$ cat src/rtl/bnn_layer_sequencer.sv
// bnn_layer_sequencer: top-level control FSM for the BNN inference datapath.
// Runs one image load followed by NUM_LAYERS layers, handshaking each stage with a start pulse and a done.
module bnn_layer_sequencer #(
    parameter int NUM_LAYERS = 3,
    parameter int TIMEOUT    = 0,
    parameter int CNT_W      = 16,
    parameter int STATE_W    = 4
) (
    input  logic                  clk,
    input  logic                  rst_n,
    input  logic                  mode,
    input  logic                  repeat_en,
    input  logic                  abort,
    input  logic                  load_done,
    input  logic [NUM_LAYERS-1:0] layer_done,
    output logic                  load_start,
    output logic [NUM_LAYERS-1:0] layer_start,
    output logic [STATE_W-1:0]    state,
    output logic                  busy,
    output logic                  infer_done,
    output logic                  timeout_err,
    output logic [CNT_W-1:0]      stage_cycles
);

    localparam logic [STATE_W-1:0] S_IDLE   = '0;
    localparam logic [STATE_W-1:0] S_LOAD   = STATE_W'(1);
    localparam logic [STATE_W-1:0] S_LAYER0 = STATE_W'(2);
    localparam logic [STATE_W-1:0] S_DONE   = STATE_W'(NUM_LAYERS + 2);

    localparam bit               TIMEOUT_ON   = (TIMEOUT > 0);
    localparam logic [CNT_W-1:0] TIMEOUT_LAST = CNT_W'((TIMEOUT > 0) ? TIMEOUT - 1 : 0);
    localparam logic [CNT_W-1:0] CNT_MAX      = '1;

    logic [STATE_W-1:0]    state_q;
    logic [STATE_W-1:0]    state_d;
    logic [CNT_W-1:0]      cnt_q;
    logic [CNT_W-1:0]      cnt_d;
    logic [NUM_LAYERS-1:0] layer_sel;
    logic [NUM_LAYERS-1:0] layer_start_d;
    logic                  in_stage;
    logic                  entry_cycle;
    logic                  stage_done;
    logic                  done_accept;
    logic                  timeout_hit;
    logic                  state_change;
    logic                  err_d;
    logic                  load_start_d;
    logic                  busy_d;
    logic                  infer_done_d;

    // The counter saturates instead of wrapping, so zero inside a stage only ever marks its entry cycle.
    always_comb begin
        layer_sel = '0;
        for (int k = 0; k < NUM_LAYERS; k++) begin
            layer_sel[k] = (state_q == STATE_W'(k + 2));
        end
        in_stage    = (state_q == S_LOAD) || (|layer_sel);
        entry_cycle = (cnt_q == '0);
        stage_done  = ((state_q == S_LOAD) && load_done) || (|(layer_sel & layer_done));
        done_accept = in_stage && stage_done && !entry_cycle;
        timeout_hit = TIMEOUT_ON && in_stage && (cnt_q == TIMEOUT_LAST) && !done_accept;
    end

    always_comb begin
        state_d = state_q;
        err_d   = timeout_err;
        if (state_q == S_IDLE) begin
            if (mode) begin
                state_d = S_LOAD;
                err_d   = 1'b0;
            end
        end else if (abort) begin
            state_d = S_IDLE;
        end else if (state_q == S_DONE) begin
            state_d = (repeat_en && mode) ? S_LOAD : S_IDLE;
        end else if (in_stage) begin
            if (done_accept) begin
                state_d = state_q + 1'b1;
            end else if (timeout_hit) begin
                state_d = S_IDLE;
                err_d   = 1'b1;
            end
        end else begin
            state_d = S_IDLE;
        end
    end

    // Outputs are decoded from the next state so they register in step with the state itself.
    always_comb begin
        state_change  = (state_d != state_q);
        load_start_d  = (state_d == S_LOAD) && state_change;
        layer_start_d = '0;
        for (int k = 0; k < NUM_LAYERS; k++) begin
            layer_start_d[k] = (state_d == STATE_W'(k + 2)) && state_change;
        end
        busy_d       = (state_d == S_LOAD) || ((state_d >= S_LAYER0) && (state_d < S_DONE));
        infer_done_d = (state_d == S_DONE);
        if (state_change || !in_stage) begin
            cnt_d = '0;
        end else if (cnt_q != CNT_MAX) begin
            cnt_d = cnt_q + 1'b1;
        end else begin
            cnt_d = cnt_q;
        end
    end

    always_ff @(posedge clk or negedge rst_n) begin
        if (!rst_n) begin
            state_q     <= S_IDLE;
            cnt_q       <= '0;
            timeout_err <= 1'b0;
            load_start  <= 1'b0;
            layer_start <= '0;
            busy        <= 1'b0;
            infer_done  <= 1'b0;
        end else begin
            state_q     <= state_d;
            cnt_q       <= cnt_d;
            timeout_err <= err_d;
            load_start  <= load_start_d;
            layer_start <= layer_start_d;
            busy        <= busy_d;
            infer_done  <= infer_done_d;
        end
    end

    assign state        = state_q;
    assign stage_cycles = cnt_q;

endmodule
$ cat config.mk
export PLATFORM = sky130hd
export DESIGN_NAME = bnn_layer_sequencer
export DESIGN_NICKNAME = d
export VERILOG_FILES = /design/src/rtl/bnn_layer_sequencer.sv
export SDC_FILE = /design/constraint.sdc
export NUM_CORES = 1
export LEC_CHECK = 0
export BUFFER_PORTS_ARGS = -buffer_cell sky130_fd_sc_hd__buf_4
export CORE_ASPECT_RATIO = 0.75
export CORE_MARGIN = 4
export CORE_UTILIZATION = 40
export DETAILED_ROUTE_END_ITERATION = 16
export PLACE_DENSITY_LB_ADDON = 0.15
export SLEW_MARGIN = 0
export SYNTH_ARGS = -nofsm -noshare
export SYNTH_HDL_FRONTEND = slang
export SYNTH_SLANG_ARGS = --single-unit
$ cat constraint.sdc
create_clock -name clk -period 4 [get_ports clk]
set_input_delay 0.2 -clock clk [delete_from_list [all_inputs] [get_ports clk]]
set_output_delay 0.2 -clock clk [all_outputs]
set_load 0.005 [all_outputs]
==> results of run 1 <==
worst max path at each step:
stage                  start               end  slack (ns)  depth (start not counted)
floorplan           state[0]   stage_cycles[1]        1.66                          9
global placement    state[0]  stage_cycles[14]        1.39                          8
detailed placement  state[0]  stage_cycles[14]        1.27                          8
CTS                 state[0]  stage_cycles[14]        1.24                          8
global route        state[0]   stage_cycles[2]        0.96                          8
finish              state[0]  stage_cycles[10]        1.22                          8
power by group:
part / total [W] / internal [W] / switching (W) / leakage, nW
clock network: 0.000214 / 0.000134 / 0.0000799 / 0.0357
registers: 0.000316 / 0.000287 / 0.0000289 / 0.358
logic: 0.000391 / 0.000168 / 0.000222 / 0.488
total: 0.000920 / 0.000589 / 0.000331 / 0.881
registers in the layout (all words and copies together) (netlist names):
signal / count
busy: 1
load_start: 1
state: 4
stage_cycles: 16
layer_start: 3
infer_done: 1
cell type report:
class / count / area [um^2] / share of cell area (%)
Clock inverter: 1 / 30.03 / 1.471
Tap cell: 55 / 68.82 / 3.370
Timing Repair Buffer: 35 / 265.3 / 12.99
Sequential cell: 26 / 650.6 / 31.86
Multi-Input combinational cell: 143 / 948.4 / 46.45
Clock buffer: 3 / 41.29 / 2.022
Inverter: 10 / 37.54 / 1.838
cell usage after synthesis, types with 2 or more instances:
cell type  count
and4_1         3
nor3b_1        2
clkbuf_1       2
o21ai_0        4
a311oi_1       2
dfrtp_1       26
nor2b_1        2
mux2i_1        2
o21a_1         2
nand3b_1       3
nor4_1         4
and3_1         2
buf_4          2
nand2b_1       2
a21oi_1        3
a211oi_1       2
nor2_1        30
xnor2_1       11
nor3_1        12
nand3_1        7
inv_1         10
ha_1           6
o31ai_1        3
and2_1         2
or2_2          2
nand4_1        5
nand2_1       10
worst max-delay path: stages, from the launching register on:
cell	delay [ns]
dfrtp_1	0.52
inv_1	0.17
ha_1	0.31
or2_4	0.29
a2111oi_4	0.43
a21oi_1	0.15
nor4_4	0.28
nand2_2	0.27
nor3_1	0.26
what timing repair did:
item | 4_1_cts | 5_1_grt
hold endpoints to repair | 26 | 0
buffers inserted | 0 | 0
hold buffers | 1 | 0
stage by stage:
step / util [%] / cell area, um^2 / power, W / hold WS (ns)
3_5_place_dp: 48.36 / 1961 / 0.0007100 / 0.1285
4_1_cts: 50.37 / 2042 / 0.0009282 / 0.3263
6_report: 50.37 / 2042 / 0.0009201 / 0.3303
5_1_grt: 50.37 / 2042 / 0.0009922 / 0.3632
2_1_floorplan: - / 1675 / 0.0006051 / -0.09559
3_3_place_gp: 48.36 / 1961 / 0.0006973 / 0.1246
kinds of logic (layout without fill, tap and decap cells):
family                     count (synthesis)  in the layout  synth area share (%)
AOI/OAI and AO/OA                         27             27                 13.29
xor gates and xnor gates                  11             11                 5.750
adders and majority gates                  6              6                 4.481
buffers and inverters                     16             49                 4.555
DFF                                       26             26                 38.83
muxes                                      2              2                 1.195
other                                      1              1                0.2238
and+or+nand+nor                           96             96                 31.67
layer usage:
layer	share of wire [%]	vias to the layer above
li1	-	733
met1	51	698
met2	43	44
met3	6.3	2
met4	0.48	0
met5	0	-
==> results.yml, run 1 <==
die:
  ios: 36
  die_area_mm2: 0.005298
  start_util_pct: 41.33
  die_w_um: 82.73
  fp.dieH_um: 64.05
  core_mm2: 0.004054
  num_rows: 20
yosys:
  synth_area_mm2: 0.001675
  yosys_warnings: 0
  synthTopCellsByArea: "dfrtp_1 (39%), nor2_1 (6.7%), xnor2_1 (5.8%)"
  synth-main-ff-cell: "dfrtp_1"
  synth-edff-count: 0
  synth_largest_area_cell: "dfrtp_1"
  synth-seq-cells: 26
  ys_seq_area_share_pct: 38.83
  async_flop_share_pct: 100.0
  synth_top_area_share_pct: 38.83
  postSynthCellCount: 185
  avgSynthCellArea_um2: 9.056
  synth_cell_types: 51
  synth.net_count: 200
grt:
  antenna_found_initial: 0
  grt_pass1_wl_um: 6775
  grt_max_degree: 27
  grt.total_usage_pct: 16.21
  busiest_layer: "met1"
  use_met2_pct: 21.30
  overflow: 0
  met1_usage_pct: 26.58
  met3_usage_pct: 3.662
  grt_pass1_vias: 1324
layout:
  diodes: 0
  area_growth_pct: 21.88
  final_common_cell: "buf_4"
  final_cells: 273
  final_cell_mix: "buf_4 (34), nor2_1 (30), dfrtp_1 (26)"
  drive_gt1_share_pct: 22.02
  nets: 234
  fillers: 406
sta:
  setup_viol: 0
  tns_ns: 0
  max_freq_mhz: 360.2
  timing.final.crit_share_pct: 69.41
  clock_skew_ns: 0.003516
  maxSlewViolCount: 0
  min_period_ns: 2.776
  setup_slack_ns: 1.224
  slew_headroom_pct: 47.93
  final_hold_viol_count: 0
  worst_pin_slew_ns: 0.7744
  rsz0062_at_grt: "no"
run_status:
  status: "finished, final reports clean"
min_path:
  min_path_cells: 3
  hold_start: "mode"
  holdPathEnd: "state[0]"
  hold_class: "in -> reg"
flow_run:
  cap_violations: 0
clock_network:
  cts_resized: 0
  cts-buffers-inserted: 3
  cts_sinks: 26
  path_clk_slew_ns: 0.09
  cts_buffer_depth: 2
  htree_levels: 1
  clock_latency_ns: 0.26
  cts_tree: "yes"
  clockRootBuffer: "clkbuf_8"
detailed_routing:
  vias: 1477
  first_pass_iters: 4
  via_per_inst: 5.410
  drt_iter0_drc: 123
  ant_nets: 0
  routedWlPerCell_um: 14.63
  wirelength_um: 3994
  drc_errors: 0
power:
  p_leak_nw: 0.8808
  power_density_mw_per_mm2: 450.6
  vdd_drop_max_v: 0.0002275
placed_design:
  place_congestion: 0.9216
  port-buffer-count: 34
  place_worst_setup_slack_ns: 1.269
  placed_cells: 268
  place_hpwl_um: 3071
setup_path:
  ff2ff_path_depth: 8
  path_class: "reg -> reg"
  critPathRequiredTime_ns: 4.18
  critPathCaptureType: "flip-flop"
  reg2reg_to: "stage_cycles[10]"
  critical_path.max_fanout: 16
  worstPathArrival_ns: 2.96
  timing.rr.start: "state[0]"
  r2r_slack_ns: 1.22
  crit_path_start_kind: "flip-flop"
Power figures use the tool's default switching activity.
==> run 2, diff against run 1 <==
==> constraint.sdc (replaced) <==
create_clock -name clk -period 2.4 [get_ports clk]
set_input_delay 0.12 -clock clk [delete_from_list [all_inputs] [get_ports clk]]
set_output_delay 0.12 -clock clk [all_outputs]
set_load 0.005 [all_outputs]
==> results.yml, run 2 (synthesis gave the netlist of run 1 again) <==
run_status:
  status: "finished, final reports clean"
setup_path:
  slowest_stage: "dfrtp_2"
  worstPathArrival_ns: 2.58
  worstPathBufferInverterCount: 3
  critical_path.top_delay_family: "compound AO/OA/AOI/OAI gates"
  crit_chain: "inv_2, ha_4, a222oi_1, a211oi_2, buf_4, and2_4, a311oi_1, buf_4, or2_4, nor3_1"
  cpPeakStageDelay_ns: 0.47
  crit_path_start_kind: "flip-flop"
  critical_path.max_fanout: 5
  crit_top_cell: "buf_4"
  critPathCaptureType: "flip-flop"
  path_class: "reg -> reg"
  critPathRequiredTime_ns: 2.58
sta:
  clock_skew_ns: 0.004651
  hold_ws_ns: 0.2877
  setup_viol: 0
  worst_pin_slew_ns: 0.9077
  min_period_ns: 2.399
  max_freq_mhz: 416.9
  slew_headroom_pct: 39.02
  final_hold_viol_count: 0
  tns_ns: 0
  rsz0062_at_grt: "yes"
  timing.final.crit_share_pct: 99.95
  maxSlewViolCount: 0
detailed_routing:
  routedWlPerCell_um: 16.15
  via_per_inst: 5.441
  first_pass_iters: 4
  vias: 1692
  ant_nets: 0
  drc_errors: 0
  wirelength_um: 5023
  drt_iter0_drc: 162
clock_network:
  clock_latency_ns: 0.27
  htree_levels: 1
  cts_tree: "yes"
  cts-buffers-inserted: 3
  path_clk_slew_ns: 0.09
  cts_sinks: 26
  clockRootBuffer: "clkbuf_8"
  cts_buffer_depth: 2
power:
  p_int_w: 0.001253
  p_sw_w: 0.0007485
  power_frac_seq_pct: 26.0
  p_comb_share_pct: 59.8
  switching_share_pct: 37.40
  power_density_mw_per_mm2: 806.7
  clkPwrFrac_pct: 14.2
  p_leak_nw: 1.091
  vdd_drop_max_v: 0.0005012
  power_w: 0.002001
placed_design:
  port-buffer-count: 34
  placed_area_mm2: 0.002148
  place_hpwl_um: 3392
  place_congestion: 0.9762
die:
  fp.dieH_um: 64.05
  die_area_mm2: 0.005298
  die_w_um: 82.73
  core_mm2: 0.004054
  num_rows: 20
  start_util_pct: 41.33
  ios: 36
layout:
  diodes: 0
  final_common_cell: "buf_4"
  nets: 272
  fin_area_mm2: 0.002481
  seqCellArea_um2: 653.1
  largest_reg_flops: 16
  fillers: 339
  area_growth_pct: 48.10
  multi_input_area_mm2: 0.001097
  drive_gt1_share_pct: 42.19
  final_cell_mix: "buf_4 (67), nor2_1 (27), dfrtp_1 (24)"
min_path:
  hold_class: "in -> async"
grt:
  grt_pass1_vias: 1572
  grt.total_usage_pct: 19.29
  grt_max_degree: 27
  grt_pass1_wl_um: 7859
  overflow: 0
  antenna_found_initial: 0
flow_run:
  cap_violations: 0
-- run 2: cell types whose count changed in the layout (fill, tap and decap cells not counted), moves of 2 or more --
cell,before,now
buf_4,34,67
buf_6,0,3
nor3_2,0,2
ha_1,6,2
nor3_1,12,10
a21oi_1,3,1
nor2_1,30,27
inv_1,10,8
nor2_2,1,4
dfrtp_2,0,2
ha_4,0,4
dfrtp_1,26,24
-- run 2: area by class of cell --
| type | instances | share of cell area (%) |
|---|---|---|
| inverter | 10 | 1.614 |
| multi-input combinational | 144 | 44.23 |
| sequential | 26 | 26.32 |
| tap | 55 | 2.774 |
| clock buffer | 4 | 2.219 |
| timing repair buffer | 72 | 22.84 |
-- run 2: final timing paths --
kind | startpoint | to | slack, ns | cells after the start
setup / recovery | state[1] | layer_start[0] | 0.001 | 10
hold / removal | rst_n | stage_cycles[2] | 0.29 | 2
setup reg to reg | state[1] | layer_start[0] | 0.001 | 10
hold reg to reg | stage_cycles[9] | stage_cycles[9] | 0.61 | 2
max in group asynchronous | rst_n | state[1] | 1.84 | 2
min in group clk | mode | state[0] | 0.36 | 4
-- run 2: repair_timing --
| action | in CTS | in global routing |
|---|---|---|
| gates resized for setup | 28 | 8 |
| setup buffers | 7 | 7 |
| endpoints found under the setup margin | 14 | 22 |
| hold buffers | 1 | 0 |
| endpoints found under the hold margin | 26 | 0 |
| pin swaps | 7 | 9 |
| gates cloned | 1 | 0 |
-- run 2: per-layer routing --
layer	global-route usage [%]	vias to the layer above	share of wire, %
met4	2.857	0	0.58
li1	-	803	-
met2	28.80	89	45
met5	0	-	0
met1	29.00	794	45
met3	4.225	6	9.5
-- run 2: through the flow --
step	util [%]	instances	worst slack, ns
after floorplan	-	185	0.05855
final	61.20	311	0.001250
after CTS	59.07	305	-0.05849
after detailed placement	52.99	293	-0.05141
after global routing	61.20	311	-0.08677
after global placement	52.99	293	-0.009802
-- run 2: power groups by stage --
stage                     logic (W)  clock network (W)  registers [W]
final                       0.00120           0.000283       0.000520
after global routing        0.00128           0.000311       0.000524
after CTS                   0.00109           0.000284       0.000520
after detailed placement   0.000840                  0       0.000515
after global placement     0.000826                  0       0.000509
after floorplan            0.000480                  0       0.000529
==> run 3, diff against run 2 <==
--- a/config.mk
+++ b/config.mk
@@ -11,6 +11,7 @@
 export CORE_UTILIZATION = 40
 export DETAILED_ROUTE_END_ITERATION = 16
 export PLACE_DENSITY_LB_ADDON = 0.15
+export RECOVER_POWER = 100
 export SLEW_MARGIN = 0
 export SYNTH_ARGS = -nofsm -noshare
 export SYNTH_HDL_FRONTEND = slang
==> constraint.sdc (replaced) <==
create_clock -name clk -period 3 [get_ports clk]
set_input_delay 0.15 -clock clk [delete_from_list [all_inputs] [get_ports clk]]
set_output_delay 0.15 -clock clk [all_outputs]
set_load 0.005 [all_outputs]
==> results.yml, run 3 (synthesis gave the netlist of run 1 again) <==
sta:
  hold_ws_ns: 0.2795
  timing.final.crit_share_pct: 90.29
  final_hold_viol_count: 0
  tns_ns: 0
  worst_pin_slew_ns: 1.384
  setup_viol: 0
  min_period_ns: 2.709
  rsz0062_at_grt: "no"
  maxSlewViolCount: 0
  max_freq_mhz: 369.2
  clock_skew_ns: 0.005474
  setup_slack_ns: 0.2914
  slew_headroom_pct: 7.710
min_path:
  hold_class: "in -> reg"
clock_network:
  htree_levels: 1
  cts-buffers-inserted: 3
  clockRootBuffer: "clkbuf_8"
  cts_sinks: 26
  cts_setup_buffers: 0
  cts_tree: "yes"
  clock_latency_ns: 0.27
  path_clk_slew_ns: 0.09
  cts_buffer_depth: 2
setup_path:
  critical_path.max_fanout: 7
  crit_path_start_kind: "flip-flop"
  path_class: "reg -> reg"
  critPathRequiredTime_ns: 3.18
  r2r_slack_ns: 0.29
  worstPathArrival_ns: 2.89
  critPathCaptureType: "flip-flop"
grt:
  grt_pass1_wl_um: 6672
  overflow: 0
  grt.total_usage_pct: 16.15
  grt_pass1_vias: 1327
  antenna_found_initial: 0
  grt_max_degree: 27
detailed_routing:
  routedWlPerCell_um: 14.41
  wirelength_um: 3934
  via_per_inst: 5.421
  ant_nets: 0
  first_pass_iters: 4
  drc_errors: 0
  drt_iter0_drc: 126
  vias: 1480
die:
  die_w_um: 82.73
  die_area_mm2: 0.005298
  num_rows: 20
  ios: 36
  fp.dieH_um: 64.05
  core_mm2: 0.004054
  start_util_pct: 41.33
placed_design:
  port-buffer-count: 34
  place_congestion: 0.9216
  placed_cells: 268
  placed_area_mm2: 0.001961
  place_hpwl_um: 3061
  place_worst_setup_slack_ns: 0.2789
power:
  vdd_drop_max_v: 0.0002615
  power_density_mw_per_mm2: 603.7
  p_leak_nw: 0.8538
flow_run:
  cap_violations: 0
layout:
  drive_gt1_share_pct: 21.10
  diodes: 0
  final_common_cell: "nor2_1"
  largest_reg_flops: 16
  area_growth_pct: 21.28
  final_cells: 273
  final_cell_mix: "nor2_1 (30), dfrtp_1 (25), clkbuf_4 (23)"
  fin_area_mm2: 0.002032
  nets: 234
  fillers: 399
run_status:
  status: "finished, final reports clean"
-- run 3: cell types whose count changed in the layout (fill, tap and decap cells not counted), moves of 2 or more --
cell      delta
nor2_2       -3
nor3_1       +2
ha_4         -4
nor3_2       -2
buf_4       -59
clkbuf_4    +23
clkbuf_1     +3
nor2_1       +3
inv_1        +2
a21oi_1      +2
buf_6        -3
ha_1         +4
-- run 3: layer usage --
metal	wire, um	track usage (%)	vias to the layer above
li1	-	-	729
met1	2031	26.23	711
met2	1690	21.70	38
met3	199	4.085	2
met4	13	1.837	0
met5	0	0	-
-- run 3: power by group --
| group | internal, W | switching, W |
|---|---|---|
| sequential | 0.000384 | 0.0000369 |
| clock | 0.000178 | 0.000109 |
| combinational | 0.000222 | 0.000296 |
-- run 3: cell type report --
cell class | count | area [um^2] | share of cell area [%]
multi-input cells | 143 | 948.4 | 46.67
flip-flops and latches | 26 | 651.9 | 32.08
inverters | 10 | 37.54 | 1.847
clock inverters | 1 | 30.03 | 1.478
clock buffers | 3 | 41.29 | 2.032
repair buffers | 35 | 254.0 | 12.50
well taps | 55 | 68.82 | 3.387
-- run 3: what timing repair did --
action | CTS | global route
resized for setup | 0 | 1
hold endpoints to repair | 26 | 0
endpoints found under the setup margin | 0 | 3
hold buffers | 1 | 0
-- run 3: worst paths after layout --
| check | endpoint | cells past startpoint | start |
|---|---|---|---|
| worst min register to register | stage_cycles[9] | 2 | stage_cycles[9] |
| worst max register to register | layer_start[0] | 8 | state[1] |
| min in group asynchronous | stage_cycles[3] | 2 | rst_n |
| worst max-delay path | layer_start[0] | 8 | state[1] |
| max in group asynchronous | state[0] | 2 | rst_n |
| worst min-delay path | state[0] | 3 | mode |
-- run 3: critical path, cell delays in order (launching register included) --
cell and delay (ns):
dfrtp_1 0.46, inv_1 0.19, ha_1 0.30, a222oi_1 0.15
a211oi_2 0.47, and2_0 0.31, a311oi_1 0.20, or2_2 0.35
nor3_1 0.19
-- run 3: through the flow --
step                utilization, %  power (W)
floorplan                        -  0.0008068
global placement             48.36  0.0009298
finish                       50.12   0.001227
CTS                          50.37   0.001237
global route                 50.12   0.001323
detailed placement           48.36  0.0009470
